File: src/rtl/addseq_arbiter_if.sv
// Request/response bundle between NREQ requesters, the result consumer and the
// shared chunked adder (addseq_arbiter).
interface addseq_arbiter_if #(
    parameter int WIDTH = 32,
    parameter int NREQ  = 2,
    parameter int IDW   = (NREQ > 1) ? $clog2(NREQ) : 1
);
    // Handshakes: a transfer happens on a rising clk edge where valid and ready
    // are both high. A requester holds req_valid and its operands until it sees
    // its req_ready bit; the adder holds rsp_valid and the rsp_* payload
    // unchanged until rsp_ready is high.
    logic [NREQ-1:0]       req_valid;
    logic [NREQ-1:0]       req_ready;
    logic [NREQ*WIDTH-1:0] req_a;
    logic [NREQ*WIDTH-1:0] req_b;
    logic [NREQ-1:0]       req_sub;
    logic                  rsp_valid;
    logic                  rsp_ready;
    logic [IDW-1:0]        rsp_id;
    logic [WIDTH-1:0]      rsp_sum;
    logic                  rsp_cout;
    logic                  rsp_ovf;

    modport master (
        output req_valid, req_a, req_b, req_sub, rsp_ready,
        input  req_ready, rsp_valid, rsp_id, rsp_sum, rsp_cout, rsp_ovf
    );

    modport slave (
        input  req_valid, req_a, req_b, req_sub, rsp_ready,
        output req_ready, rsp_valid, rsp_id, rsp_sum, rsp_cout, rsp_ovf
    );
endinterface

File: src/rtl/addseq_arbiter.sv
// Round-robin shared CHUNK-bit adder slice doing WIDTH-bit add/sub LSB chunk first.
// Optional op counter ports enabled with `define ADDSEQ_PERF_CNT_EN.
module addseq_arbiter #(
    parameter int WIDTH = 32,
    parameter int CHUNK = 8,
    parameter int NREQ  = 2,
    localparam int IDW  = (NREQ > 1) ? $clog2(NREQ) : 1
) (
    input  logic               clk,
    input  logic               rst,
    addseq_arbiter_if.slave    bus,
`ifdef ADDSEQ_PERF_CNT_EN
    input  logic               op_count_clr,
    output logic [15:0]        op_count,
`endif
    output logic [1:0]         o_dbg_state
);
    localparam int NPASS = WIDTH / CHUNK;
    localparam int CW    = (NPASS > 1) ? $clog2(NPASS) : 1;

    typedef enum logic [1:0] {
        IDLE = 2'd0,
        RUN  = 2'd1,
        RESP = 2'd2
    } state_t;

    state_t           r_state;
    logic [WIDTH-1:0] r_a;
    logic [WIDTH-1:0] r_b;
    logic             r_carry;
    logic [CW-1:0]    r_cnt;
    logic [IDW-1:0]   r_id;
    logic [IDW-1:0]   r_rr_ptr;
    logic [WIDTH-1:0] r_sum;
    logic             r_cout;
    logic             r_ovf;
    logic             r_rsp_valid;

    logic             w_any;
    logic [IDW-1:0]   w_sel;
    logic [WIDTH-1:0] w_cap_a;
    logic [WIDTH-1:0] w_cap_b;
    logic             w_cap_sub;
    logic [CHUNK:0]   w_chunk_full;
    logic [CHUNK-1:0] w_sum_chunk;
    logic             w_cout_chunk;
    logic             w_cmsb;
    logic             w_last;
    logic [WIDTH-1:0] w_sum_next;

    // Lowest rotation distance from r_rr_ptr wins; the descending k loop lets it overwrite.
    always_comb begin
        w_any = 1'b0;
        w_sel = '0;
        for (int k = NREQ - 1; k >= 0; k--) begin
            for (int i = 0; i < NREQ; i++) begin
                if (bus.req_valid[i] && (i == (int'(r_rr_ptr) + k) % NREQ)) begin
                    w_any = 1'b1;
                    w_sel = IDW'(i);
                end
            end
        end
    end

    always_comb begin
        w_cap_a   = '0;
        w_cap_b   = '0;
        w_cap_sub = 1'b0;
        for (int i = 0; i < NREQ; i++) begin
            if (w_sel == IDW'(i)) begin
                w_cap_a   = bus.req_a[i*WIDTH +: WIDTH];
                w_cap_b   = bus.req_b[i*WIDTH +: WIDTH];
                w_cap_sub = bus.req_sub[i];
            end
        end
    end

    always_comb begin
        bus.req_ready = '0;
        for (int i = 0; i < NREQ; i++) begin
            bus.req_ready[i] = (r_state == IDLE) && w_any && (w_sel == IDW'(i));
        end
    end

    assign w_chunk_full = {1'b0, r_a[CHUNK-1:0]} + {1'b0, r_b[CHUNK-1:0]}
                        + {{CHUNK{1'b0}}, r_carry};
    assign w_sum_chunk  = w_chunk_full[CHUNK-1:0];
    assign w_cout_chunk = w_chunk_full[CHUNK];
    // Carry into the top bit of the slice; only meaningful on the last pass.
    assign w_cmsb       = r_a[CHUNK-1] ^ r_b[CHUNK-1] ^ w_sum_chunk[CHUNK-1];
    assign w_last       = (r_cnt == CW'(NPASS - 1));

    generate
        if (WIDTH > CHUNK) begin : g_multi_pass
            assign w_sum_next = {w_sum_chunk, r_sum[WIDTH-1:CHUNK]};
        end else begin : g_single_pass
            assign w_sum_next = w_sum_chunk;
        end
    endgenerate

    always_ff @(posedge clk or posedge rst) begin
        if (rst) begin
            r_state     <= IDLE;
            r_a         <= '0;
            r_b         <= '0;
            r_carry     <= 1'b0;
            r_cnt       <= '0;
            r_id        <= '0;
            r_rr_ptr    <= '0;
            r_sum       <= '0;
            r_cout      <= 1'b0;
            r_ovf       <= 1'b0;
            r_rsp_valid <= 1'b0;
        end else begin
            case (r_state)
                IDLE: begin
                    if (w_any) begin
                        r_a     <= w_cap_a;
                        r_b     <= w_cap_b ^ {WIDTH{w_cap_sub}};
                        r_carry <= w_cap_sub;
                        r_id    <= w_sel;
                        r_cnt   <= '0;
                        r_state <= RUN;
                    end
                end
                RUN: begin
                    r_a     <= r_a >> CHUNK;
                    r_b     <= r_b >> CHUNK;
                    r_carry <= w_cout_chunk;
                    r_sum   <= w_sum_next;
                    r_cnt   <= r_cnt + CW'(1);
                    if (w_last) begin
                        r_cout      <= w_cout_chunk;
                        r_ovf       <= w_cmsb ^ w_cout_chunk;
                        r_rsp_valid <= 1'b1;
                        r_state     <= RESP;
                    end
                end
                RESP: begin
                    if (bus.rsp_ready) begin
                        r_rsp_valid <= 1'b0;
                        r_rr_ptr    <= (r_id == IDW'(NREQ - 1)) ? '0 : r_id + IDW'(1);
                        r_state     <= IDLE;
                    end
                end
                default: begin
                    r_rsp_valid <= 1'b0;
                    r_state     <= IDLE;
                end
            endcase
        end
    end

    assign bus.rsp_valid = r_rsp_valid;
    assign bus.rsp_id    = r_id;
    assign bus.rsp_sum   = r_sum;
    assign bus.rsp_cout  = r_cout;
    assign bus.rsp_ovf   = r_ovf;
    assign o_dbg_state   = r_state;

`ifdef ADDSEQ_PERF_CNT_EN
    logic [15:0] r_op_count;

    // Clear wins over a same-cycle handshake; the count sticks at all-ones.
    always_ff @(posedge clk or posedge rst) begin
        if (rst) begin
            r_op_count <= '0;
        end else if (op_count_clr) begin
            r_op_count <= '0;
        end else if (r_rsp_valid && bus.rsp_ready && (r_op_count != 16'hFFFF)) begin
            r_op_count <= r_op_count + 16'd1;
        end
    end

    assign op_count = r_op_count;
`endif
endmodule
File: src/flat_wrapper.sv
// flat-port wrapper written by rule: the top's interface ports become plain ports
module addseq_arbiter_flat 
#(
    parameter int WIDTH = 32,
    parameter int CHUNK = 8,
    parameter int NREQ  = 2,
    localparam int IDW  = (NREQ > 1) ? $clog2(NREQ) : 1
)
  (clk, rst, o_dbg_state, bus_req_valid, bus_req_a, bus_req_b, bus_req_sub, bus_rsp_ready, bus_req_ready, bus_rsp_valid, bus_rsp_id, bus_rsp_sum, bus_rsp_cout, bus_rsp_ovf);
  addseq_arbiter_if #(.WIDTH(WIDTH), .NREQ(NREQ)) bus_i ();
  input  logic clk;
  input  logic rst;
  output logic [1:0] o_dbg_state;
  input wire logic [$bits(bus_i.req_valid)-1:0] bus_req_valid;
  input wire logic [$bits(bus_i.req_a)-1:0] bus_req_a;
  input wire logic [$bits(bus_i.req_b)-1:0] bus_req_b;
  input wire logic [$bits(bus_i.req_sub)-1:0] bus_req_sub;
  input wire logic [$bits(bus_i.rsp_ready)-1:0] bus_rsp_ready;
  output wire logic [$bits(bus_i.req_ready)-1:0] bus_req_ready;
  output wire logic [$bits(bus_i.rsp_valid)-1:0] bus_rsp_valid;
  output wire logic [$bits(bus_i.rsp_id)-1:0] bus_rsp_id;
  output wire logic [$bits(bus_i.rsp_sum)-1:0] bus_rsp_sum;
  output wire logic [$bits(bus_i.rsp_cout)-1:0] bus_rsp_cout;
  output wire logic [$bits(bus_i.rsp_ovf)-1:0] bus_rsp_ovf;
  assign bus_i.req_valid = bus_req_valid;
  assign bus_i.req_a = bus_req_a;
  assign bus_i.req_b = bus_req_b;
  assign bus_i.req_sub = bus_req_sub;
  assign bus_i.rsp_ready = bus_rsp_ready;
  assign bus_req_ready = bus_i.req_ready;
  assign bus_rsp_valid = bus_i.rsp_valid;
  assign bus_rsp_id = bus_i.rsp_id;
  assign bus_rsp_sum = bus_i.rsp_sum;
  assign bus_rsp_cout = bus_i.rsp_cout;
  assign bus_rsp_ovf = bus_i.rsp_ovf;
  addseq_arbiter #(.WIDTH(WIDTH), .CHUNK(CHUNK), .NREQ(NREQ)) u_core (.clk(clk), .rst(rst), .bus(bus_i), .o_dbg_state(o_dbg_state));
endmodule
File: config.mk
export PLATFORM = sky130hd
export DESIGN_NAME = addseq_arbiter_flat
export DESIGN_NICKNAME = d
export VERILOG_FILES = /design/src/rtl/addseq_arbiter_if.sv /design/src/rtl/addseq_arbiter.sv /design/src/flat_wrapper.sv
export SDC_FILE = /design/constraint.sdc
export NUM_CORES = 1
export LEC_CHECK = 0
export BUFFER_PORTS_ARGS = -buffer_cell sky130_fd_sc_hd__buf_2
export CAP_MARGIN = 25
export CORE_MARGIN = 2
export CORE_UTILIZATION = 51
export CTS_BUF_LIST = sky130_fd_sc_hd__clkbuf_8 sky130_fd_sc_hd__clkbuf_16
export DETAILED_ROUTE_END_ITERATION = 10
export PLACE_DENSITY = 0.8
export SLEW_MARGIN = 20
export SYNTH_ARGS = -nofsm -noshare
export SYNTH_HDL_FRONTEND = slang
export SYNTH_SLANG_ARGS = --single-unit
File: constraint.sdc
create_clock -name clk -period 3.86 [get_ports clk]
set_clock_uncertainty 0.2 [all_clocks]
set_input_delay 0.386 -clock clk [delete_from_list [all_inputs] [get_ports clk]]
set_output_delay 0.386 -clock clk [all_outputs]
set_load 0.02 [all_outputs]
==> summary by stage, run 1 <==
Placement
The number of cells in the design after placement is 812. In this run the tool buffered the top-level ports with 174 buffer cells. The detailed placer's ending HPWL is 9020 um. Routability-driven placement finished with a final weighted congestion of 0.803. Prior to clock tree synthesis, the placed netlist has a worst setup slack of 1270 ps.

Global route
For this run, the total global-route usage over all layers was measured as 21.5%. The number of antenna violations at the first check in global routing was 0. The largest net degree at the start of global routing is 66.

Summed over all layers, the global routing overflow is 0. The via count of the first global-routing pass is 4231. The wire length of the first global-routing pass is 19700 um.

Power
The highest ir drop seen on vdd is 388 uV. Dividing total power by cell area gives a power density of 811 nW/um^2. Total power for the finished layout comes to 5.35 mW. Cell internal power was estimated by the tool at 2.99 mW. For this design the total switching power over the nets is 2.36 mW. The leakage power is 3.41 nW. The proportion of power drawn by combinational gates is 49.2%. The net switching share of the total power is 44.1%. The sequential fraction of design power is 37.8%.

The clock network burns 13.0% of the power.

Floorplanning
The floorplan has 37 rows. The overall die area is 11500 sq um. 175 I/O pins were placed. The standard cell core area is 10300 sq um.

The overall die width is 107 um. In this run the vertical extent of the chip is 107 um. The effective utilization at floorplan is 52.5%.

Clock network
For the worst-skew pair, the clock arrives at the later sink with an insertion delay of 360 ps. The number of clock sinks seen by CTS is 106. The library cell used as clock root buffer is sky130_fd_sc_hd__clkbuf_8. TritonCTS built the clock tree. The total clock buffers created by CTS is 9. In this run the deepest clock path goes through 2 buffers. The number of gates resized after CTS was 0. The number of levels the H-tree was split into is 3. The clock slew at the register clock pins of the worst setup and hold paths is 100 ps.

Synthesis
The number of unique standard cell types used by synthesis is 34. The count of mapped cells out of synthesis is 532. The number of enable flip-flop cells after synthesis is 0. Yosys printed 0 warnings. Each instance of the synthesized netlist takes up on average 10.2 sq um. The cell with the most instances after synthesis is sky130_fd_sc_hd__dfrtp_1. The count of state elements after synthesis is 106. The dominant register cell in the synthesized netlist is sky130_fd_sc_hd__dfrtp_1. The total nets after synthesis is 677. The synthesized area is 5420 sq um. The fraction of post-synthesis cell area in the top cell type by area is 49.0%. The sequential-to-total area share from yosys stat is 49.0%.

Sorting the synthesized cells by area gives the leading types as sky130_fd_sc_hd__dfrtp_1, sky130_fd_sc_hd__mux2i_1, sky130_fd_sc_hd__a22oi_1. The leading area contributor after synthesis is sky130_fd_sc_hd__dfrtp_1. The fraction of registers with async set/reset is 100%. Counting instances in the post-synthesis netlist gives the leading cell types as sky130_fd_sc_hd__dfrtp_1, sky130_fd_sc_hd__nand2_1, sky130_fd_sc_hd__mux2i_1.

Cells and area
From synthesis to final layout, the design area changed by 21.9%. Summing all multi-input logic gate instances after layout gives 2580 sq um. The number of nets at the end of the flow is 834. After the flow finishes, the layout carries non-filler instances totaling 830. Registers take 2650 sq um. The share of cells above drive strength 1 is 29.8%.

The layout has 861 filler cells. The antenna diode count is 0.

Critical path
The worst register-to-register path begins at u_core.r_rr_ptr$_DFFE_PP0P_. The cell depth of the worst flop-to-flop path is 5. The largest fanout of any net on the critical path is 65. STA puts the critical path data arrival time at 2210 ps. The category of the critical setup timing path is reg2out.

The worst setup path is launched from a flop. The worst setup path is captured at an output port. At the worst endpoint, the required time is 3270 ps.

The launch point of the worst path is u_core.r_rr_ptr$_DFFE_PP0P_.

Timing
The final hold violation count is 0. For the pin with the worst max-slew slack, the measured transition is 1030 ps. The fmax is 358 MHz.

The final setup TNS is 0 ps. Setup repair after global routing left no endpoint under its margin. Setup violations remaining at the end of the flow were counted as 0. The remaining max-slew budget at the tightest pin is 31.1%. The worst path meets setup with 1060 ps of slack.

Of the available clock period, the critical path in the final layout requires 72.4%. The number of max-slew violations in the final report is 0. The shortest period the worst path allows is 2800 ps.

Detailed routing
The number of vias per cell is 5.36. The antenna violation net count after detailed routing is 0. For this run, design rule violations remaining after detail routing come to 0. The total number of vias is 4446. Dividing the detail-routed wire length by the instance count gives 14.9 um. The number of search-and-repair iterations in the first detailed-routing pass is 5. For this block, the initial DRC count from the detailed router was 371.

The final layout contains routed wiring with a total length of 12400 um.

Run status
The run finished with clean final reports.

Hold path
In this run the most critical hold path is launched from bus_rsp_ready. The hold-critical path depth is 2. The path type of the worst min-delay path is in2reg.

Job
Max-cap violations in this run came to 0.
==> worst paths after layout <==
kind,to,slack [ps]
max reg2reg,u_core.r_b[13]$_DFFE_PP0P_,1450
min in group asynchronous,u_core.r_carry$_DFFE_PP0P_,410
min,u_core.o_dbg_state[1]$_DFFE_PP0P_,50
min reg2reg,u_core.bus.rsp_sum[1]$_DFFE_PP0P_,280
max in group asynchronous,u_core.r_b[7]$_DFFE_PP0P_,2160
max,bus_req_ready[0],1060
==> registers in the layout (all words and copies together), names as in the netlist <==
signal,cells
u_core.bus.rsp_sum,32
u_core.r_a,32
u_core.r_b,32
u_core.o_dbg_state,2
u_core.r_cnt,2
u_core.bus.rsp_cout,1
u_core.bus.rsp_id,1
u_core.bus.rsp_ovf,1
u_core.bus.rsp_valid,1
u_core.r_carry,1
u_core.r_rr_ptr,1
==> layout make-up <==
class,count,area share [%]
Clock buffer,9,1.88
Multi-Input combinational cell,383,39.0
Tap cell,136,2.58
Clock inverter,7,1.17
Timing Repair Buffer,184,14.9
Inverter,5,0.322
Sequential cell,106,40.2
==> power by group through the flow <==
| stage | sequential [mW] | clock (mW) | combinational, mW |
|---|---|---|---|
| after detailed placement | 2.04 | 0 | 2.62 |
| after CTS | 2.02 | 0.712 | 2.63 |
| final | 2.02 | 0.695 | 2.63 |
| after floorplan | 2.14 | 0 | 1.81 |
| after global placement | 2.01 | 0 | 2.53 |
| after global routing | 2.08 | 0.754 | 2.95 |
==> cells by family (layout without fill, tap and decap cells) <==
logic type | Yosys count | count (layout) | share of synthesized area, %
AND/OR/NAND/NOR | 123 | 123 | 9.38
buffers and inverters | 43 | 205 | 4.00
multiplexers | 65 | 65 | 12.3
AO/OA/AOI/OAI | 146 | 146 | 16.5
adder cells (fa/ha/maj) | 10 | 10 | 2.59
flip-flops | 106 | 106 | 49.0
XOR/XNOR | 39 | 39 | 6.31
==> layout by cell type, fill, tap and decap left out, drive strengths merged, types with 2 or more instances in the layout <==
master and instances:
o21ai 81, nand3 16, inv 7, nand2b 3, nor2 7, xnor2 34, ha 8, a211oi 2
buf 183, nand2 91, mux2i 64, o21a 2, a21o 3, dfrtp 106, clkinv 3, xor2 5
o211ai 2, nand3b 2, a21oi 5, clkbuf 9, a22oi 49, fa 2
==> through the flow <==
stage | area [sq um] | util, % | hold WS [ps]
after floorplan | 5420 | - | 239
after global placement | 6340 | 61.4 | 252
after detailed placement | 6370 | 61.7 | 257
after CTS | 6580 | 63.7 | 29.8
after global routing | 6610 | 64.0 | 53.7
final | 6610 | 64.0 | 45.9
==> per-layer routing <==
layer / routed length, um / GRT usage (%) / part of all wire, %
met2: 6200 / 35.5 / 50
met5: 0 / 0 / 0
met4: 281 / 8.35 / 2.3
met1: 5250 / 28.7 / 42
met3: 677 / 2.98 / 5.5
==> what timing repair did <==
item / 4_1_cts / 5_1_grt
buffers inserted: 0 / 0
endpoints found under the hold margin: 39 / 0
hold buffers: 1 / 0
==> worst max-delay path: stages, from the launching register on <==
cell and delay [ps]:
sky130_fd_sc_hd__dfrtp_1 430, sky130_fd_sc_hd__o21ai_4 210, sky130_fd_sc_hd__buf_4 790, sky130_fd_sc_hd__and2_1 250, sky130_fd_sc_hd__buf_2 170
(Power assumes the default switching activity.)
==> run 2: changes to the inputs <==
--- a/config.mk
+++ b/config.mk
@@ -8,10 +8,10 @@
 export BUFFER_PORTS_ARGS = -buffer_cell sky130_fd_sc_hd__buf_2
 export CAP_MARGIN = 25
 export CORE_MARGIN = 2
-export CORE_UTILIZATION = 51
+export CORE_UTILIZATION = 46
 export CTS_BUF_LIST = sky130_fd_sc_hd__clkbuf_8 sky130_fd_sc_hd__clkbuf_16
 export DETAILED_ROUTE_END_ITERATION = 10
-export PLACE_DENSITY = 0.8
+export PLACE_DENSITY = 0.76
 export SLEW_MARGIN = 20
 export SYNTH_ARGS = -nofsm -noshare
 export SYNTH_HDL_FRONTEND = slang
==> constraint.sdc (replaced) <==
create_clock -name clk -period 2.5 [get_ports clk]
set_clock_uncertainty 0.2 [all_clocks]
set_input_delay 0.25 -clock clk [delete_from_list [all_inputs] [get_ports clk]]
set_output_delay 0.25 -clock clk [all_outputs]
set_load 0.02 [all_outputs]
==> summary by stage, run 2 (synthesized netlist as in run 1, its figures left out) <==
Floorplanning
The effective utilization at floorplan is 47.2% (was 52.5%). The standard cell core area was 11500 sq um (was 10300 sq um). The overall die area came to 12700 sq um (was 11500 sq um). The top-level port count is 175 (unchanged). The overall die width was 113 um (was 107 um). The number of rows in the core area is 39 (was 37). The die extent in y was 113 um (was 107 um).

Timing
The remaining max-slew budget at the tightest pin is 48.4% (was 31.1%). The number of setup violations in the final report is 0 (unchanged). The transition at the pin with the smallest max-transition slack is 774 ps (was 1030 ps).

Setup repair after global routing missed its margin: no (unchanged). Of the available clock period, the critical path in the final layout requires 93.5%. The final hold slack is -3.36 ps (was 45.9 ps).

The fmax is 428 MHz. The final setup TNS was 0 ps (unchanged). The final hold violation count was 2 (was 0). The post-route worst setup slack came to 162 ps (was 1060 ps).

The shortest period the worst path allows is 2340 ps. The number of max-slew violations in the final report was 0 (unchanged).

Clock network
The clock slew at the register clock pins of the worst setup and hold paths is 70 ps (was 100 ps). The library cell used as clock root buffer is sky130_fd_sc_hd__clkbuf_16 (was sky130_fd_sc_hd__clkbuf_8). The TritonCTS clock tree is built (unchanged). The number of buffers between clock root and the deepest sink is 2 (unchanged). The number of clock sinks seen by CTS came to 106 (unchanged). The quantity of gates resized following cts is 0 (unchanged). The number of levels the H-tree was split into is 3 (unchanged).

The total clock buffers created by CTS is 9 (unchanged). The clock network latency to the later pin of the worst-skew pair came to 340 ps (was 360 ps).

Cells and area
The number of nets at the end of the flow is 848 (was 834). The most frequent standard cell in the layout excluding fill and tap cells is sky130_fd_sc_hd__buf_2 (unchanged). Highest-count cells in the layout ignoring fill and taps: sky130_fd_sc_hd__buf_2, sky130_fd_sc_hd__dfrtp_1, sky130_fd_sc_hd__nand2_1 (unchanged).

The antenna diode count is 0 (unchanged). The layout overhead on the synthesized area is 27.5% (was 21.9%). The share of cells above drive strength 1 is 29.4% (was 29.8%).

Critical path
The kind of start point of the critical path was a flop (unchanged). The endpoint type of the worst setup path is a flop (was output port). The cell depth of the worst flop-to-flop path came to 6 (was 5). The category of the critical setup timing path is reg2reg (was reg2out).

The setup slack on the worst flop-to-flop path came to 160 ps (was 1450 ps). The data arrival time of the critical path is 2370 ps (was 2210 ps). The required time at the worst-slack endpoint is 2540 ps (was 3270 ps).

The largest fanout of any net on the critical path is 65 (unchanged). The launch point of the worst path is u_core.r_rr_ptr$_DFFE_PP0P_ (unchanged). CP cell instances: o21ai_4 -> buf_12 -> nor3_1 -> a22oi_1 -> dlygate4sd3_1 -> nand2_1 (was o21ai_4 -> buf_4 -> and2_1 -> buf_2).

The critical path capture point is u_core.r_a[31]$_DFFE_PP0P_ (was bus_req_ready[0]). The cell with the biggest individual delay on the critical path is sky130_fd_sc_hd__dlygate4sd3_1 (was sky130_fd_sc_hd__buf_4). The endpoint of the worst register-to-register path is u_core.r_a[31]$_DFFE_PP0P_ (was u_core.r_b[13]$_DFFE_PP0P_). The delay of the slowest cell on the worst path was 580 ps (was 790 ps). The reg-to-reg critical path startpoint is u_core.r_rr_ptr$_DFFE_PP0P_ (unchanged).

Run status
Run status: finished with violations (was finished clean). The final reports fail on hold timing.

Detailed routing
The overall routed net length was 12800 um (was 12400 um). The number of search-and-repair iterations in the first detailed-routing pass came to 5 (unchanged). The antenna violation net count after detailed routing is 0 (unchanged). The number of vias per cell was 5.33 (was 5.36).

The number of remaining DRC errors came to 0 (unchanged). The total number of vias is 4540 (was 4446). The count of routing violations after the opening detailed-route iteration was 468 (was 371).

The routed wirelength normalized by instance count came to 15.1 um (was 14.9 um).

Power
The sum of internal, switching and leakage power is 8.86 mW (was 5.35 mW). The leakage power is 3.54 nW (was 3.41 nW). The highest ir drop seen on vdd was 879 uV (was 388 uV). The total power density per cell area is 1280 nW/um^2 (was 811 nW/um^2).

Placement
The count of input and output buffers is 174 (unchanged). The last weighted congestion value of the routability-driven placer came to 0.796 (was 0.803). The detailed placer's ending HPWL was 9180 um (was 9020 um). The minimum setup slack after placement is 227 ps (was 1270 ps).

Global route
The remaining global-route overflow is 0 (unchanged). The wire length of the first global-routing pass was 20700 um (was 19700 um). The number of antenna violations at the first check in global routing was 0 (unchanged).

The largest net degree at the start of global routing is 89 (was 66). The total global-route track usage is 20.1% (was 21.5%). The via count of the first global-routing pass came to 4396 (was 4231).

Hold path
The path type of the worst min-delay path was in2reg (unchanged). The hold-critical path depth was 3 (was 2).

Job
The number of violations of the max-capacitance limit is 0 (unchanged).
==> run 2: cell count changes in the layout (fill, tap and decap cells not counted), moves of 2 or more <==
| cell | previous run | this run |
|---|---|---|
| sky130_fd_sc_hd__buf_12 | 1 | 4 |
| sky130_fd_sc_hd__clkbuf_16 | 0 | 9 |
| sky130_fd_sc_hd__clkbuf_8 | 9 | 0 |
| sky130_fd_sc_hd__clkinv_4 | 2 | 0 |
| sky130_fd_sc_hd__dlygate4sd3_1 | 1 | 13 |
==> run 2: layout make-up <==
| class | count | area (sq um) |
|---|---|---|
| fillers | 949 | 4560 |
| flip-flops and latches | 106 | 2650 |
| multi-input cells | 383 | 2570 |
| repair buffers | 198 | 1150 |
| clock buffers | 9 | 225 |
| well taps | 143 | 179 |
| clock inverters | 7 | 100 |
| inverters | 5 | 22.5 |
==> run 2: worst max-delay path: cells and delay by family (launching register included) <==
family / cells / cell delay (ps)
buffers and inverters: 2 / 940
AO/OA/AOI/OAI: 2 / 460
flip-flops: 1 / 420
AND/OR/NAND/NOR: 2 / 200
==> run 2: worst min path at each step <==
stage | start | to | slack, ps
5_1_grt | bus_req_a[53] | u_core.r_a[21]$_DFFE_PP0P_ | 9
6_report | bus_req_a[28] | u_core.r_a[28]$_DFFE_PP0P_ | -3
4_1_cts | bus_req_a[16] | u_core.r_a[16]$_DFFE_PP0P_ | 0.1
3_5_place_dp | rst | u_core.r_cnt[0]$_DFFE_PP0P_ | 80
2_1_floorplan | bus_rsp_ready | u_core.o_dbg_state[1]$_DFFE_PP0P_ | 160
3_3_place_gp | rst | u_core.r_cnt[0]$_DFFE_PP0P_ | 80
==> run 2: timing repair <==
| item | in CTS | in global routing |
|---|---|---|
| buffers inserted | 0 | 0 |
| endpoints found under the hold margin | 26 | 0 |
| hold buffers | 13 | 0 |
==> run 2: report_power, final <==
group | switching [mW] | internal [mW] | total, mW
combinational | 2.51 | 1.71 | 4.21
sequential | 0.582 | 2.55 | 3.13
clock | 0.633 | 0.888 | 1.52
total | 3.72 | 5.14 | 8.86
==> run 2: layer usage <==
| layer | wire, um | vias to the layer above | GRT usage, % |
|---|---|---|---|
| met1 | 5450 | 2163 | 26.3 |
| met2 | 6490 | 141 | 34.1 |
| met3 | 622 | 23 | 4.16 |
| li1 | - | 2213 | - |
| met5 | 0 | - | 0 |
| met4 | 250 | 0 | 5.53 |
==> run 2: stage by stage <==
step	std cells	instance area, sq um	utilization [%]
floorplan	532	5420	-
global placement	821	6420	56.0
detailed placement	821	6420	56.0
CTS	850	6880	60.0
global route	851	6910	60.2
finish	851	6910	60.2
==> run 3: changes to the inputs <==
--- a/config.mk
+++ b/config.mk
@@ -5,13 +5,15 @@
 export SDC_FILE = /design/constraint.sdc
 export NUM_CORES = 1
 export LEC_CHECK = 0
+export ABC_AREA = 1
 export BUFFER_PORTS_ARGS = -buffer_cell sky130_fd_sc_hd__buf_2
 export CAP_MARGIN = 25
 export CORE_MARGIN = 2
-export CORE_UTILIZATION = 46
+export CORE_UTILIZATION = 48
 export CTS_BUF_LIST = sky130_fd_sc_hd__clkbuf_8 sky130_fd_sc_hd__clkbuf_16
+export CTS_CLUSTER_DIAMETER = 60
 export DETAILED_ROUTE_END_ITERATION = 10
-export PLACE_DENSITY = 0.76
+export PLACE_DENSITY = 0.78
 export SLEW_MARGIN = 20
 export SYNTH_ARGS = -nofsm -noshare
 export SYNTH_HDL_FRONTEND = slang
==> summary by stage, run 3 <==
Hold path
The critical hold path startpoint was bus_req_a[12] (was bus_req_a[28]). The path type of the worst min-delay path is in2reg (unchanged). The destination of the worst hold path is u_core.r_a[12]$_DFFE_PP0P_ (was u_core.r_a[28]$_DFFE_PP0P_). The hold-critical path depth is 3 (unchanged).

Floorplanning
The standard cell core area was 12500 sq um (was 11500 sq um). The effective utilization at floorplan was 48.8% (was 47.2%). The overall die area is 13700 sq um (was 12700 sq um).

The number of rows in the core area is 41 (was 39). The die extent in y came to 117 um (was 113 um). The overall die width is 117 um (was 113 um). The top-level port count was 175 (unchanged).

Synthesis
Cells taking the most area after synthesis: sky130_fd_sc_hd__dfrtp_1, sky130_fd_sc_hd__nand2_1, sky130_fd_sc_hd__nand3_1 (was sky130_fd_sc_hd__dfrtp_1, sky130_fd_sc_hd__mux2i_1, sky130_fd_sc_hd__a22oi_1). The mux share of post-synthesis cell area is 0% (was 12.3%). The count of state elements after synthesis is 106 (unchanged). The total number of yosys warnings is 0 (unchanged). The post-synthesis average cell area is 6.96 sq um (was 10.2 sq um). The total nets after synthesis is 1023 (was 677). Cell types with the highest counts after synthesis: sky130_fd_sc_hd__nand2_1, sky130_fd_sc_hd__dfrtp_1, sky130_fd_sc_hd__nand3_1 (was sky130_fd_sc_hd__dfrtp_1, sky130_fd_sc_hd__nand2_1, sky130_fd_sc_hd__mux2i_1). The complex-gate fraction of the synthesized area was 9.79% (was 16.5%). The cell with the most instances after synthesis is sky130_fd_sc_hd__nand2_1 (was sky130_fd_sc_hd__dfrtp_1). The fraction of the mapped netlist area in adder cells was 2.29% (was 2.59%). The main combinational cell family by area after synthesis is simple AND/OR/NAND/NOR gates (was compound AO/OA/AOI/OAI gates). The post-synthesis share of cell area spent on xor and xnor gates is 0.287% (was 6.31%). The dominant register cell in the synthesized netlist is sky130_fd_sc_hd__dfrtp_1 (unchanged). The synthesized area is 6110 sq um (was 5420 sq um). The simple-gate area share of the yosys netlist was 36.0% (was 9.38%). The number of enable flip-flop cells after synthesis is 0 (unchanged).

The sequential-to-total area share from yosys stat is 43.4% (was 49.0%). The number of unique standard cell types used by synthesis was 29 (was 34). The leading area contributor after synthesis was sky130_fd_sc_hd__dfrtp_1 (unchanged). The fraction of post-synthesis cell area in the top cell type by area was 43.4% (was 49.0%).

The count of mapped cells out of synthesis is 878 (was 532). The fraction of registers with async set/reset is 100% (unchanged).

Clock network
The clock slew at the register clock pins of the worst setup and hold paths is 80 ps (was 70 ps). The number of clock sinks seen by CTS was 106 (unchanged). The buffers inserted during post-CTS setup optimization is 0 (unchanged).

The number of buffers between clock root and the deepest sink came to 2 (unchanged). The total clock buffers created by CTS was 9 (unchanged). The number of levels the H-tree was split into is 3 (unchanged). The TritonCTS clock tree is built (unchanged). The library cell used as clock root buffer is sky130_fd_sc_hd__clkbuf_16 (unchanged).

The clock network latency to the later pin of the worst-skew pair is 350 ps (was 340 ps).

Detailed routing
The count of routing violations after the opening detailed-route iteration is 349 (was 468). The number of vias per cell came to 4.90 (was 5.33). The routed wirelength normalized by instance count was 12.5 um (was 15.1 um). The number of remaining DRC errors was 0 (unchanged). The overall routed net length came to 15300 um (was 12800 um). The total number of vias came to 5991 (was 4540).

The number of search-and-repair iterations in the first detailed-routing pass is 5 (unchanged). The antenna violation net count after detailed routing is 0 (unchanged).

Timing
The shortest period the worst path allows is 2310 ps (was 2340 ps). The final setup TNS came to 0 ps (unchanged). The number of setup violations in the final report is 0 (unchanged). The period utilization is 92.3% (was 93.5%). The number of max-slew violations in the final report is 0 (unchanged). The final hold violation count came to 0 (was 2). The fmax is 434 MHz (was 428 MHz).

Setup repair after global routing missed its margin: no (unchanged). The transition at the pin with the smallest max-transition slack is 835 ps (was 774 ps). The remaining max-slew budget at the tightest pin is 44.3% (was 48.4%).

Critical path
The category of the critical setup timing path is reg2reg (unchanged). The delay of the slowest cell on the worst path came to 550 ps (was 580 ps). The required time at the worst-slack endpoint came to 2590 ps (was 2540 ps).

The reg-to-reg critical path startpoint is u_core.r_rr_ptr$_DFFE_PP0P_ (unchanged). The largest fanout of any net on the critical path came to 24 (was 65). The cell depth of the worst flop-to-flop path is 10 (was 6). The endpoint type of the worst setup path is a flop (unchanged). The data arrival time of the critical path is 2390 ps (was 2370 ps). Among the stages of the critical path, the cell type that occurs most often is sky130_fd_sc_hd__nand2_1.

The endpoint of the worst register-to-register path is u_core.r_a[31]$_DFFE_PP0P_ (unchanged). The setup slack on the worst flop-to-flop path is 190 ps (was 160 ps). The cell with the biggest individual delay on the critical path is sky130_fd_sc_hd__dlygate4sd3_1 (unchanged). CP cell instances: inv_1 -> nand2_1 -> nand2_4 -> inv_2 -> buf_12 -> nand2_1 -> inv_1 -> nand2_1 -> nand3_1 -> dlygate4sd3_1 (was o21ai_4 -> buf_12 -> nor3_1 -> a22oi_1 -> dlygate4sd3_1 -> nand2_1). The kind of start point of the critical path was a flop (unchanged).

Placement
The count of input and output buffers came to 174 (unchanged). The number of cells in the design after placement is 1191 (was 821). The last weighted congestion value of the routability-driven placer is 0.815 (was 0.796).

The detailed placer's ending HPWL is 11000 um (was 9180 um).

Cells and area
The final cell count without fillers is 1222 (was 851). The area taken by multi-input logic gates came to 2960 sq um (was 2570 sq um). The number of nets at the end of the flow is 1190 (was 848). The final core utilization is 60.4% (was 60.2%). The layout overhead on the synthesized area was 23.7% (was 27.5%). The area used by sequential logic in the layout is 2650 sq um (unchanged). The antenna diode count is 0 (unchanged). The most frequent standard cell in the layout excluding fill and tap cells is sky130_fd_sc_hd__nand2_1 (was sky130_fd_sc_hd__buf_2).

The share of cells above drive strength 1 was 20.7% (was 29.4%). The fill cell total of the finished layout is 1219 (was 949). Highest-count cells in the layout ignoring fill and taps: sky130_fd_sc_hd__nand2_1, sky130_fd_sc_hd__buf_2, sky130_fd_sc_hd__dfrtp_1 (was sky130_fd_sc_hd__buf_2, sky130_fd_sc_hd__dfrtp_1, sky130_fd_sc_hd__nand2_1).

Global route
The largest net degree at the start of global routing is 107 (was 89). The wire length of the first global-routing pass was 25500 um (was 20700 um). The remaining global-route overflow is 0 (unchanged). The number of antenna violations at the first check in global routing came to 0 (unchanged). The total global-route track usage is 23.3% (was 20.1%). The via count of the first global-routing pass is 5666 (was 4396).

Power
The leakage power was 4.13 nW (was 3.54 nW). The cell internal power dissipation is 4.99 mW (was 5.14 mW). The total power density per cell area is 1220 nW/um^2 (was 1280 nW/um^2). The sequential fraction of design power was 33.7% (was 35.3%). The net switching share of the total power is 45.7% (was 42.0%).

The highest ir drop seen on vdd is 626 uV (was 879 uV). The proportion of power drawn by combinational gates was 51.5% (was 47.5%). The switching power total is 4.21 mW (was 3.72 mW). The part of the total power dissipated in the clock network is 14.8% (was 17.2%).

Job
The number of violations of the max-capacitance limit is 0 (unchanged).

Run status
Run status: finished clean (was finished with violations).
## run 3: area by class of cell
class | instances | area share, %
Clock inverter | 7 | 0.811
Timing Repair Buffer | 205 | 15.6
Multi-Input combinational cell | 653 | 39.2
Sequential cell | 106 | 35.1
Inverter | 70 | 3.52
Clock buffer | 9 | 2.98
Tap cell | 172 | 2.85
## run 3: metrics by stage
step / cell area [sq um] / setup slack [ps] / power [mW] / hold slack, ps
finish: 7560 / 193 / 9.20 / 2.17
global route: 7560 / 32.9 / 10.1 / 18.4
CTS: 7560 / 203 / 9.28 / 1.40
detailed placement: 7130 / 360 / 7.87 / 260
global placement: 7130 / 445 / 7.73 / 256
floorplan: 6120 / 604 / 6.51 / 183
## run 3: per-layer routing
metal  global-route usage (%)  share of wire, %  vias up
li1                         -                 -     3095
met1                     31.0                46     2701
met2                     39.9                48      172
met3                     3.30               4.7       23
met4                     6.90               1.8        0
met5                        0                 0        -
## run 3: power groups by stage
| stage | Combinational (mW) | Clock (mW) | Sequential, mW |
|---|---|---|---|
| finish | 4.74 | 1.36 | 3.10 |
| global route | 5.45 | 1.45 | 3.20 |
| CTS | 4.78 | 1.40 | 3.10 |
| detailed placement | 4.74 | 0 | 3.13 |
| global placement | 4.62 | 0 | 3.11 |
| floorplan | 3.16 | 0 | 3.35 |
## run 3: how the worst max path moves through the flow
stage               cells after the start  slack, ps                        start                        endpoint
detailed placement                      8        360             bus_req_valid[0]      u_core.r_b[23]$_DFFE_PP0P_
finish                                 10        190  u_core.r_rr_ptr$_DFFE_PP0P_      u_core.r_a[31]$_DFFE_PP0P_
global route                           10         30  u_core.r_rr_ptr$_DFFE_PP0P_      u_core.r_a[31]$_DFFE_PP0P_
global placement                        8        450             bus_req_valid[0]      u_core.r_b[23]$_DFFE_PP0P_
floorplan                              10        600   u_core.r_carry$_DFFE_PP0P_  u_core.bus.rsp_ovf$_DFFE_PP0P_
CTS                                     8        200  u_core.r_rr_ptr$_DFFE_PP0P_                bus_req_ready[1]
## run 3: logic make-up (layout without fill, tap and decap cells)
family | count (synthesis) | after routing
AND/OR/NAND/NOR | 541 | 541
buffers and inverters | 119 | 291
flip-flops | 106 | 106
AO/OA/AOI/OAI | 100 | 100
adder cells (fa/ha/maj) | 10 | 10
XOR/XNOR | 2 | 2
## run 3: repair_timing
| item | in CTS | in global routing |
|---|---|---|
| hold buffers | 15 | 0 |
| endpoints found under the hold margin | 119 | 0 |
| gates resized for setup | 0 | 0 |
| setup endpoints to repair | 0 | 0 |
## run 3: worst max-delay path: cells and delay by family, from the launching register on
kind                   cells  cell delay (ps)
flip-flops                 1              350
buffers and inverters      5             1210
AND/OR/NAND/NOR            5              470
